`src/rtl/bip2_control_unit_pkg.sv`:
```
// Shared opcodes, ACC source encodings and FSM states for the BIP-2 control unit.
package bip2_control_unit_pkg;

  localparam int unsigned DataW  = 11;
  localparam int unsigned OpcW   = 5;
  localparam int unsigned InstrW = OpcW + DataW;

  localparam logic [OpcW-1:0] OpHlt  = 5'd0;
  localparam logic [OpcW-1:0] OpSto  = 5'd1;
  localparam logic [OpcW-1:0] OpLd   = 5'd2;
  localparam logic [OpcW-1:0] OpLdi  = 5'd3;
  localparam logic [OpcW-1:0] OpAdd  = 5'd4;
  localparam logic [OpcW-1:0] OpAddi = 5'd5;
  localparam logic [OpcW-1:0] OpSub  = 5'd6;
  localparam logic [OpcW-1:0] OpSubi = 5'd7;
  localparam logic [OpcW-1:0] OpBeq  = 5'd8;
  localparam logic [OpcW-1:0] OpBne  = 5'd9;
  localparam logic [OpcW-1:0] OpBgt  = 5'd10;
  localparam logic [OpcW-1:0] OpBge  = 5'd11;
  localparam logic [OpcW-1:0] OpBlt  = 5'd12;
  localparam logic [OpcW-1:0] OpBle  = 5'd13;
  localparam logic [OpcW-1:0] OpJmp  = 5'd14;

  localparam logic [1:0] AccSelAlu = 2'b00;
  localparam logic [1:0] AccSelMem = 2'b01;
  localparam logic [1:0] AccSelImm = 2'b10;

  typedef enum logic [2:0] {
    StRstWait,
    StFetch,
    StDecode,
    StMem,
    StExec,
    StHalt
  } state_e;

  function automatic logic is_arith(input logic [OpcW-1:0] opc);
    return opc inside {OpAdd, OpAddi, OpSub, OpSubi};
  endfunction

  // Opcodes that need a data-memory access before they can finish.
  function automatic logic is_mem_op(input logic [OpcW-1:0] opc);
    return opc inside {OpSto, OpLd, OpAdd, OpSub};
  endfunction

endpackage

```
`src/rtl/bip2_branch_eval.sv`:
```
// Branch resolution: decides taken/not-taken from the opcode and the {N,Z} STATUS register.
module bip2_branch_eval
  import bip2_control_unit_pkg::*;
(
  input  logic [OpcW-1:0] opcode_i,
  input  logic [1:0]      status_i,
  output logic            taken_o
);

  logic z, n;

  assign z = status_i[0];
  assign n = status_i[1];

  always_comb begin
    taken_o = 1'b0;
    case (opcode_i)
      OpBeq:   taken_o = z;
      OpBne:   taken_o = !z;
      OpBgt:   taken_o = !z && !n;
      OpBge:   taken_o = !n;
      OpBlt:   taken_o = n;
      OpBle:   taken_o = n || z;
      OpJmp:   taken_o = 1'b1;
      default: taken_o = 1'b0;
    endcase
  end

endmodule

```
`src/rtl/bip2_control_unit.sv`:
```
// BIP-2 sequencer: fetch/decode/mem/exec FSM driving the ALU, ACC and memories.
// Define BIP2_STEP_EN to add a `step` input that gates each instruction fetch.
module bip2_control_unit
  import bip2_control_unit_pkg::*;
#(
  parameter int unsigned       DATA_W   = DataW,
  parameter int unsigned       OPC_W    = OpcW,
  parameter int unsigned       INSTR_W  = OPC_W + DATA_W,
  parameter logic [DATA_W-1:0] RESET_PC = '0
) (
`ifdef BIP2_STEP_EN
  input  logic               step,
`endif
  input  logic               clk,
  input  logic               rst,
  output logic               imem_req,
  output logic [DATA_W-1:0]  imem_addr,
  input  logic               imem_valid,
  input  logic [INSTR_W-1:0] imem_data,
  output logic               dmem_req,
  output logic               dmem_we,
  output logic [DATA_W-1:0]  dmem_addr,
  input  logic               dmem_valid,
  output logic [DATA_W-1:0]  operand,
  output logic               alu_operation,
  output logic               alu_op2_sel,
  input  logic               alu_z,
  input  logic               alu_n,
  output logic               acc_we,
  output logic [1:0]         acc_sel,
  output logic [1:0]         status,
  output logic               halted
);

  localparam logic [DATA_W-1:0] PcOne = DATA_W'(1);

  state_e             state_q, state_d;
  logic [DATA_W-1:0]  pc_q, pc_d;
  logic [INSTR_W-1:0] ir_q, ir_d;
  logic [1:0]         status_q, status_d;
  logic [OPC_W-1:0]   opcode;
  logic [DATA_W-1:0]  operand_w;
  logic               taken;
  logic               fetch_go;

  assign opcode    = ir_q[INSTR_W-1 -: OPC_W];
  assign operand_w = ir_q[DATA_W-1:0];
  assign imem_addr = pc_q;
  assign dmem_addr = operand_w;
  assign operand   = operand_w;
  assign status    = status_q;

  bip2_branch_eval u_branch_eval (
    .opcode_i (opcode),
    .status_i (status_q),
    .taken_o  (taken)
  );

`ifdef BIP2_STEP_EN
  logic step_seen_q, step_seen_d;
  logic retire;

  // An instruction retires on the cycle the FSM heads back to FETCH.
  assign retire      = (state_q == StExec) ||
                       (state_q == StMem && dmem_valid && opcode == OpSto);
  assign step_seen_d = (retire ? 1'b0 : step_seen_q) | step;
  assign fetch_go    = step_seen_q;

  always_ff @(posedge clk) begin
    if (rst) begin
      step_seen_q <= 1'b0;
    end else begin
      step_seen_q <= step_seen_d;
    end
  end
`else
  assign fetch_go = 1'b1;
`endif

  always_comb begin
    state_d       = state_q;
    pc_d          = pc_q;
    ir_d          = ir_q;
    status_d      = status_q;
    imem_req      = 1'b0;
    dmem_req      = 1'b0;
    dmem_we       = 1'b0;
    acc_we        = 1'b0;
    acc_sel       = AccSelAlu;
    alu_operation = 1'b0;
    alu_op2_sel   = 1'b0;
    halted        = 1'b0;

    case (state_q)
      StRstWait: state_d = StFetch;

      StFetch: begin
        if (fetch_go) begin
          imem_req = 1'b1;
          if (imem_valid) begin
            ir_d    = imem_data;
            state_d = StDecode;
          end
        end
      end

      StDecode: begin
        if (is_mem_op(opcode)) begin
          state_d = StMem;
        end else if (opcode == OpHlt) begin
          state_d = StHalt;
        end else begin
          state_d = StExec;
        end
      end

      StMem: begin
        dmem_req = 1'b1;
        dmem_we  = (opcode == OpSto);
        if (dmem_valid) begin
          if (opcode == OpSto) begin
            pc_d    = pc_q + PcOne;
            state_d = StFetch;
          end else begin
            state_d = StExec;
          end
        end
      end

      StExec: begin
        if (opcode == OpLd) begin
          acc_we  = 1'b1;
          acc_sel = AccSelMem;
        end else if (opcode == OpLdi) begin
          acc_we  = 1'b1;
          acc_sel = AccSelImm;
        end else if (is_arith(opcode)) begin
          acc_we        = 1'b1;
          acc_sel       = AccSelAlu;
          alu_operation = opcode inside {OpSub, OpSubi};
          alu_op2_sel   = opcode inside {OpAddi, OpSubi};
          status_d      = {alu_n, alu_z};
        end
        // taken is only ever set for branch opcodes
        pc_d    = taken ? operand_w : pc_q + PcOne;
        state_d = StFetch;
      end

      StHalt: halted = 1'b1;

      default: state_d = StRstWait;
    endcase
  end

  always_ff @(posedge clk) begin
    if (rst) begin
      state_q  <= StRstWait;
      pc_q     <= RESET_PC;
      ir_q     <= '0;
      status_q <= '0;
    end else begin
      state_q  <= state_d;
      pc_q     <= pc_d;
      ir_q     <= ir_d;
      status_q <= status_d;
    end
  end

endmodule

```
`config.mk`:
```
export PLATFORM = sky130hd
export DESIGN_NAME = bip2_control_unit
export DESIGN_NICKNAME = d
export VERILOG_FILES = /design/src/rtl/bip2_control_unit_pkg.sv /design/src/rtl/bip2_branch_eval.sv /design/src/rtl/bip2_control_unit.sv
export SDC_FILE = /design/constraint.sdc
export NUM_CORES = 1
export LEC_CHECK = 0
export ABC_AREA = 1
export ABC_CLOCK_PERIOD_IN_PS = 2250
export CAP_MARGIN = 30
export CORE_ASPECT_RATIO = 2
export CORE_UTILIZATION = 30
export CTS_CLUSTER_SIZE = 40
export DETAILED_ROUTE_END_ITERATION = 12
export SETUP_SLACK_MARGIN = 0.4
export SLEW_MARGIN = 20
export SYNTH_ARGS = -nofsm -noshare
export SYNTH_HDL_FRONTEND = slang
export SYNTH_SLANG_ARGS = --single-unit
```
`constraint.sdc`:
```
create_clock -name clk -period 2.25 [get_ports clk]
set_input_delay 0.225 -clock clk [delete_from_list [all_inputs] [get_ports clk]]
set_output_delay 0.225 -clock clk [all_outputs]
set_load 0.1 [all_outputs]
```
==> run summary, run 1 <==
### Logic synthesis
- Post-Syn Area per Cell: 6.36 um2
- Ys Warns: 0
- share of the synthesized area in the top cell type: 32.1%
- area of the mapped netlist: 0.00200 mm2
- leading cell type by number of instances after synthesis: sky130_fd_sc_hd__nand2_1
- count of flip-flops with a built-in enable after synthesis: 0
- largest area contributor in the netlist: sky130_fd_sc_hd__dfxtp_1
- Distinct cells, synth: 28
- Main synth FF type: sky130_fd_sc_hd__dfxtp_1
- flops & latches, synth: 32
- Synth Net Count: 337
- part of the Yosys area used for sequential elements: 32.1%
- cell count after synthesis: 314
- biggest area contributors in the synthesized netlist: sky130_fd_sc_hd__dfxtp_1 (32%), sky130_fd_sc_hd__nand2_1 (14%), sky130_fd_sc_hd__buf_4 (8.3%)
- commonest cells in the netlist: sky130_fd_sc_hd__nand2_1 (76), sky130_fd_sc_hd__inv_1 (41), sky130_fd_sc_hd__nor2_1 (37), sky130_fd_sc_hd__dfxtp_1 (32), sky130_fd_sc_hd__a21oi_1 (26)
- proportion of synthesized flip-flops having asynchronous set or reset: 0%

### CTS
- maximum clock path buffer count: 2
- Worst-path clk slew: 50 ps
- number of clock sinks: 32
- setup bufs post-CTS: 0
- CTS Buf Count: 5
- clock insertion delay at the later pin of the skew report: 270 ps
- H-tree depth reported by CTS: 2
- CTS tree: done
- count of hold-fix buffers inserted at cts: 0
- CTS Root Cell: sky130_fd_sc_hd__clkbuf_16

### STA
- number of max-slew violations in the final report: 0
- slew of the pin with the lowest slew margin: 365 ps
- worst-case clock skew: 4.42 ps
- remaining max-slew budget at the tightest pin: 75.6%
- time the worst path needs with I/O delays and setup: 1770 ps
- RSZ-0062 raised after global routing: no
- final count of hold timing violations: 0
- Post-Route Setup TNS: 0 ps
- Setup violations, final: 0
- worst setup slack after layout: 477 ps
- maximum clock rate: 0.564 GHz
- crit share post-route: 78.8%

### Global route
- wire length of the first global-routing pass: 8580 um
- GRT Util Overall: 15.9%
- vias in the first global route: 1921
- gr ovfl total: 0
- largest net degree at the start of global routing: 30
- number of antenna violations at the first check in global routing: 0

### Placement
- RePlAce Congestion: 0.852
- pre-CTS setup slack: 596 ps
- detailed placer's ending HPWL: 4140 um
- Placed Cells incl. Taps: 437
- number of port buffers: 65

### Die
- Starting Density: 31.4%
- die area: 0.00700 mm2
- floorplan core area: 0.00636 mm2
- Site Rows: 41
- die span in x: 59.7 um
- io pins: 66
- vertical die dimension: 117 um

### Job
- maxcap violations: 0

### Worst setup path
- highest-delay cell along the critical path: sky130_fd_sc_hd__dfxtp_1
- R2R Setup Slk: 580 ps
- endpoint kind of the worst setup timing path: output port
- cell repeated most along the worst path: sky130_fd_sc_hd__nand2_1
- worst setup path category: reg2out
- Worst setup SP type: register
- top fanout value on the critical path: 6
- largest stage delay on the critical path: 360 ps
- arrival time of the worst setup path: 1550 ps
- cell-by-cell listing of the critical path: nor2_2, nand2_1, or2_4, nand2_1, buf_12
- data required time of the critical path: 2030 ps

### Drt
- number of remaining DRC errors: 0
- per-cell via count in the routed design: 4.43
- via total after detailed routing: 1971
- Wirelength per Cell: 11.6 um
- initial detailed-routing violation count: 63
- Final Routed Wirelength: 5160 um
- ANT nets after route: 0
- length of the first detailed-routing pass in iterations: 4

### Cells and area
- number of filler cells placed in the layout: 710
- ratio of cells with drive above 1 in the final layout: 24.2%
- Area growth, synth to finish: 35.9%
- Diodes inserted: 0
- area occupied by multi-input gates: 995 um2
- area of all sequential standard cells: 652 um2
- net total in the final layout: 381
- number of non-filler instances in the completed layout: 445

### Power
- peak supply drop: 0.418 mV
- leakage power: 1.21 nW
- power density over the cells: 894 mW/mm2

### Outcome
- result of the run: finished clean

### Min path
- HP Class: reg2reg

## metrics by stage
step	total power [mW]	utilization (%)	instance area, um2	hold slack (ps)
floorplan	1.62	-	2040	392
global placement	1.76	40.1	2550	489
detailed placement	1.76	40.1	2550	481
CTS	2.44	42.6	2710	490
global route	2.53	42.6	2710	520
finish	2.42	42.6	2710	492
## flip-flops by register name, indices dropped and copies added (netlist names)
register	count
state_q	3
ir_q	16
status	2
imem_addr	11
## cells in the final DEF (no fill, tap or decap), drive strengths merged
master	Yosys	layout
nand3	20	20
buf	27	48
o211ai	2	2
clkinv	1	1
nor3	1	1
ha	1	1
dfxtp	32	32
nor2	41	41
a21oi	28	28
clkinvlp	0	1
or2	1	1
nand4	4	4
o21ai	24	24
clkbuf	5	8
o21a	1	1
nand3b	3	3
nand2	79	79
clkdlybuf4s50	0	21
inv	44	43
## layer usage
layer,up-vias,global-route usage (%),routed length (um)
li1,1052,-,-
met1,878,15.7,1920
met2,34,29.9,3010
met3,7,2.32,112
met4,0,7.85,128
met5,-,0,0
## worst paths after layout
path         cells past startpoint           end  startpoint
min                              2     status[0]   status[0]
min reg2reg                      2     status[0]   status[0]
max                              5        acc_we  state_q[0]
max reg2reg                     10  imem_addr[4]  state_q[1]
## power breakdown
part / switching (mW) / internal (mW) / total, mW
Combinational: 0.809 / 0.235 / 1.04
Sequential: 0.0749 / 0.634 / 0.709
Clock: 0.231 / 0.441 / 0.671
## cell families after synthesis
| family | Yosys count | share of synthesized area, % |
|---|---|---|
| buffers and inverters | 77 | 19.9 |
| and+or+nand+nor | 149 | 32.2 |
| adders and majority gates | 1 | 0.627 |
| DFF | 32 | 32.1 |
| AOI/OAI and AO/OA | 55 | 15.2 |
## worst max-delay path: cells and delay by family (launching register included)
kind          cells  cell delay (ps)
buf+inv           1              180
flops             1              360
simple gates      4              740
## final cells by class
type                       count  area share (%)
tap                           86            3.97
multi-input combinational    205            36.7
inverter                      45            6.55
sequential                    32            24.0
timing repair buffer          69            23.4
clock buffer                   8            5.40
## what timing repair did
| action | in CTS | in global routing |
|---|---|---|
| pin swaps | 0 | 0 |
| resized for setup | 4 | 1 |
| setup endpoints to repair | 3 | 3 |
Power figures use the tool's default switching activity.
==> run 2, diff against run 1 <==
ABC_CLOCK_PERIOD_IN_PS = 1700   (was 2250)
clock period = 1.7 ns   (was 2.25 ns; I/O delays follow)
==> run 2 against run 1 <==
Effect of this change:
- non-clock buffer count increased by 26
- critical path depth stayed put
- largest cell class is now non-clock buffers
- cell count is 6.3% higher
- flip-flop and latch count unchanged
- worst setup slack got worse by 400 ps
- clock skew grew 1.9 ps
- global-route usage is 2.9 points higher
==> run summary, run 2 (synthesis gave the netlist of run 1 again) <==
### STA
- slew of the pin with the lowest slew margin: 314 ps, -51.4 ps
- Post-Route Setup TNS: 0 ps, unchanged
- worst-case clock skew: 6.36 ps, +1.94 ps
- remaining max-slew budget at the tightest pin: 79.0%, +3.4 points
- Post-Route Hold Slack: 497 ps, +5.73 ps
- Setup violations, final: 0, unchanged
- number of max-slew violations in the final report: 0, unchanged
- crit share post-route: 95.3%
- RSZ-0062 raised after global routing: yes
- final count of hold timing violations: 0, unchanged
- worst setup slack after layout: 80.6 ps, -396 ps
- maximum clock rate: 0.618 GHz
- time the worst path needs with I/O delays and setup: 1620 ps

### CTS
- clock insertion delay at the later pin of the skew report: 270 ps, about the same
- count of hold-fix buffers inserted at cts: 0, unchanged
- maximum clock path buffer count: 2, unchanged
- CTS tree: done
- Worst-path clk slew: 60 ps, about the same
- H-tree depth reported by CTS: 2, unchanged
- number of clock sinks: 32, unchanged
- CTS Buf Count: 5, unchanged
- CTS Root Cell: sky130_fd_sc_hd__clkbuf_16

### Cells and area
- commonest non-fill, non-tap cell in the layout: sky130_fd_sc_hd__nand2_1
- Most flops, register: ir_q
- Diodes inserted: 0, unchanged
- top library cells by usage in the layout, fill and taps aside: sky130_fd_sc_hd__nand2_1 (68), sky130_fd_sc_hd__buf_12 (36), sky130_fd_sc_hd__inv_1 (35)
- Area growth, synth to finish: 81.2%
- final design instance area without fill: 0.00362 mm2, +33%
- ratio of cells with drive above 1 in the final layout: 40.8%, +17 points
- final standard cell utilization of the core: 56.8%, +14 points
- net total in the final layout: 409, +7.3%
- number of non-filler instances in the completed layout: 473, +6.3%
- max reg flops: 16, unchanged

### Die
- io pins: 66, unchanged
- vertical die dimension: 117 um, unchanged
- floorplan core area: 0.00636 mm2, unchanged
- Starting Density: 31.4%, unchanged
- die span in x: 59.7 um, unchanged
- die area: 0.00700 mm2, unchanged
- Site Rows: 41, unchanged

### Placement
- number of port buffers: 65, unchanged
- total cell area at the placement stage: 0.00310 mm2, +21%
- pre-CTS setup slack: 61.9 ps, -534 ps
- RePlAce Congestion: 0.899, +5.6%
- Placed Cells incl. Taps: 442, +1.1%
- detailed placer's ending HPWL: 4450 um, +7.4%

### Drt
- length of the first detailed-routing pass in iterations: 4, unchanged
- Wirelength per Cell: 12.9 um, +11%
- per-cell via count in the routed design: 4.64, +4.8%
- ANT nets after route: 0, unchanged
- number of remaining DRC errors: 0, unchanged
- initial detailed-routing violation count: 85, +35%
- via total after detailed routing: 2195, +11%
- Final Routed Wirelength: 6080 um, +18%

### Worst setup path
- cell-by-cell listing of the critical path: nor2_4, nand2_4, or2_4, nor2_4, buf_12
- Worst setup SP type: register
- cell repeated most along the worst path: sky130_fd_sc_hd__nor2_4
- highest-delay cell along the critical path: sky130_fd_sc_hd__dfxtp_4
- top fanout value on the critical path: 4, -2
- data required time of the critical path: 1530 ps, -500 ps
- endpoint kind of the worst setup timing path: output port
- arrival time of the worst setup path: 1450 ps, -100 ps
- worst setup path category: reg2out
- largest stage delay on the critical path: 370 ps, about the same

### Power
- overall power: 3.87 mW, +60%
- leakage power: 1.52 nW, +26%
- power density over the cells: 1070 mW/mm2, +20%
- peak supply drop: 0.582 mV, +39%

### Outcome
- result of the run: finished clean

### Global route
- largest net degree at the start of global routing: 23, -23%
- wire length of the first global-routing pass: 10000 um, +17%
- vias in the first global route: 2117, +10%
- GRT Util Overall: 18.8%, +2.9 points
- number of antenna violations at the first check in global routing: 0, unchanged
- gr ovfl total: 0, unchanged

### Min path
- HP Class: reg2reg

### Job
- maxcap violations: 0, unchanged

-- run 2: cell count changes in the layout (fill, tap and decap cells not counted), sizes merged --
| cell | previous run | this run |
|---|---|---|
| buf | 48 | 74 |
| clkbuf | 8 | 6 |
| clkinv | 1 | 3 |
| nand2 | 79 | 80 |
| nor2 | 41 | 42 |
-- run 2: power breakdown --
group | leakage (nW) | switching, mW | internal (mW) | total [mW]
logic | 1.17 | 1.23 | 0.747 | 1.98
clock network | 0.0766 | 0.322 | 0.576 | 0.898
registers | 0.275 | 0.158 | 0.834 | 0.992
-- run 2: timing repair --
item,in CTS,in global routing
setup buffers,16,5
endpoints found under the setup margin,31,27
pin swaps,12,8
gates cloned,2,0
hold endpoints to repair,0,0
gates resized for setup,41,21
-- run 2: routing by layer --
metal / part of all wire, % / GRT usage (%) / vias to the layer above
met5: 0 / 0 / -
li1: - / - / 1110
met4: 3.7 / 9.45 / 0
met1: 35 / 18.7 / 1013
met3: 2.6 / 1.76 / 16
met2: 59 / 35.7 / 56
-- run 2: path summary, 6_finish.rpt --
path                            startpoint    endpoint  slack [ps]  cells after the start
worst max-delay path            state_q[1]  acc_sel[0]          80                      5
worst max register to register    ir_q[14]  state_q[1]         130                     13
worst min-delay path               ir_q[5]     ir_q[5]         500                      2
worst min register to register     ir_q[5]     ir_q[5]         500                      2
-- run 2: cell type report --
| cell class | instances | area, um2 |
|---|---|---|
| Multi-Input combinational cell | 207 | 1200 |
| Fill cell | 602 | 2750 |
| Clock buffer | 6 | 139 |
| Clock inverter | 2 | 10.0 |
| Tap cell | 86 | 108 |
| Inverter | 45 | 190 |
| Timing Repair Buffer | 95 | 1260 |
| Sequential cell | 32 | 706 |
-- run 2: worst max-delay path: cells and delay by family (launching register included) --
kind | cells | cell delay, ps
simple gates | 4 | 610
flops | 1 | 370
buf+inv | 1 | 180
==> patch: new RTL, flow settings as in run 1 <==
Change the package constant `OpcW` from 5 to 6.
--- a/src/rtl/bip2_control_unit_pkg.sv
+++ b/src/rtl/bip2_control_unit_pkg.sv
@@ -4,3 +4,3 @@
   localparam int unsigned DataW  = 11;
-  localparam int unsigned OpcW   = 5;
+  localparam int unsigned OpcW   = 6;
   localparam int unsigned InstrW = OpcW + DataW;
Ports: changed (resized imem_data); port bits go from 66 to 67. The function was not compared with the original's and may differ.
==> patch against run 1 <==
- final area is 4.6% higher
- sequential cell count grew 1
- total power up 10%
- area after synthesis up 5.6%
- routed wire length increased by 8.4%
- fmax is 0.47% higher
- sequential power increased by 5.6%
- setup slack improved by 0.0082 ns
- largest cell class unchanged
- highest routed layer unchanged
==> patch: results (changes against run 1) <==
outcome: finished, final reports clean
async set-reset flop share out of synthesis: 0 (unchanged)
synth top area cells: dfxtp_1 (31%), nand2_1 (11%), buf_4 (8.2%)
DR vias/cell: 4.640 (+4.8%)
total CTS buffers: 5 (unchanged)
initial antenna violation count: 0 (unchanged)
Initial DRC Count: 60 (-4.8%)
Hold Crit Class: reg2reg
relative slew slack: 0.7203 (-0.03582)
skew final: 0.005755 ns (+0.001335 ns)
vias in the first global route: 1,987 (+3.4%)
depth of the CTS H-tree: 2 (unchanged)
Pleak: 1.218 nW (+0.96%)
Layout Nets: 383 (+0.52%)
layout cell share with drive strength beyond 1: 0.3064 (+0.06407)
Netlist cell types: 29 (+3.6%)
Total Wirelength: 5.600 mm (+8.4%)
Initial DRT Pass Iterations: 4 (unchanged)
dpl hpwl: 4.443 mm (+7.3%)
GP Congestion: 0.8615 (+1.1%)
register area share after synthesis: 0.3135 (-0.007464)
clk buf depth: 2 (unchanged)
first-pass GRT wire length: 8.970 mm (+4.6%)
Post-Place Worst Slack: 0.4429 ns (-0.1530 ns)
GRT Util Overall: 0.1630 (+0.003601)
Max FO, Critical Path: 3 (-3)
Syn Nets: 338 (+0.30%)
max FFs per register: 17 (+1)
Port Buffer Count: 66 (+1.5%)
worst vdd ir: 0.3974 mV (-4.9%)
largest net degree at the start of global routing: 28 (-6.7%)
fillcell total: 756 (+6.5%)
Worst-Skew Late Latency: 0.27 ns (about the same)
Biggest register: ir_q
ant diodes: 0 (unchanged)
WP data arrival: 1.54 ns
leading cell types by count after synthesis: nand2_1 (62), inv_1 (37), nor2_1 (34), dfxtp_1 (33), nand3_1 (26)
patch: repair_timing:
item | CTS | global route
endpoints found under the setup margin | 2 | 13
buffers inserted | 0 | 1
hold buffers | 0 | 0
pin swaps | 0 | 1
resized for setup | 2 | 3
patch: kinds of logic (layout without fill, tap and decap cells):
family | Yosys count | after routing | synth area share
and+or+nand+nor | 150 | 150 | 0.3385
buffers and inverters | 78 | 123 | 0.2007
AOI/OAI and AO/OA | 50 | 50 | 0.1330
DFF | 33 | 33 | 0.3135
xor gates and xnor gates | 2 | 2 | 0.008315
adders and majority gates | 1 | 1 | 0.005937
patch: final timing paths:
check                          startpoint                        end  slack, ns  cells after the start
setup / recovery    ir_q[15]$_SDFFE_PP0P_                 acc_sel[0]       0.48                      6
hold / removal     status[1]$_SDFFE_PP0P_     status[1]$_SDFFE_PP0P_       0.49                      2
setup reg to reg  state_q[1]$_SDFFE_PP0P_  imem_addr[2]$_SDFFE_PP0P_       0.52                     10
hold reg to reg    status[1]$_SDFFE_PP0P_     status[1]$_SDFFE_PP0P_       0.49                      2
patch: where the power goes:
group | switching [mW] | total (mW) | internal (mW)
clock network | 0.229 | 0.663 | 0.434
registers | 0.0837 | 0.749 | 0.665
logic | 0.994 | 1.26 | 0.271
total | 1.31 | 2.68 | 1.37
patch: stage by stage:
stage / cell area, um^2 / utilization / cells
2_1_floorplan: 2163 / - / 314
3_3_place_gp: 2670 / 0.3969 / 439
3_5_place_dp: 2670 / 0.3969 / 439
4_1_cts: 2818 / 0.4189 / 446
5_1_grt: 2835 / 0.4215 / 447
6_report: 2835 / 0.4215 / 447
patch: layout make-up:
type	count	area (um^2)	area share
multi-input combinational	203	1080	0.3808
sequential	33	671.9	0.2370
timing repair buffer	69	648.1	0.2286
inverter	47	182.7	0.06443
clock buffer	7	142.6	0.05031
tap	88	110.1	0.03884
patch: per-layer routing:
metal	vias up	wire, um	track usage
met5	-	0	0
met4	0	172	0.08807
met3	13	165	0.02781
met2	53	3185	0.2982
met1	949	2077	0.1626
li1	1059	-	-
patch: worst max-delay path: stages, from the launching register on:
cell and delay [ns]:
dfxtp_1 0.31, nor2_2 0.18, nand2_2 0.12, nor2_4 0.12, inv_1 0.12, nor4_4 0.21, buf_12 0.22
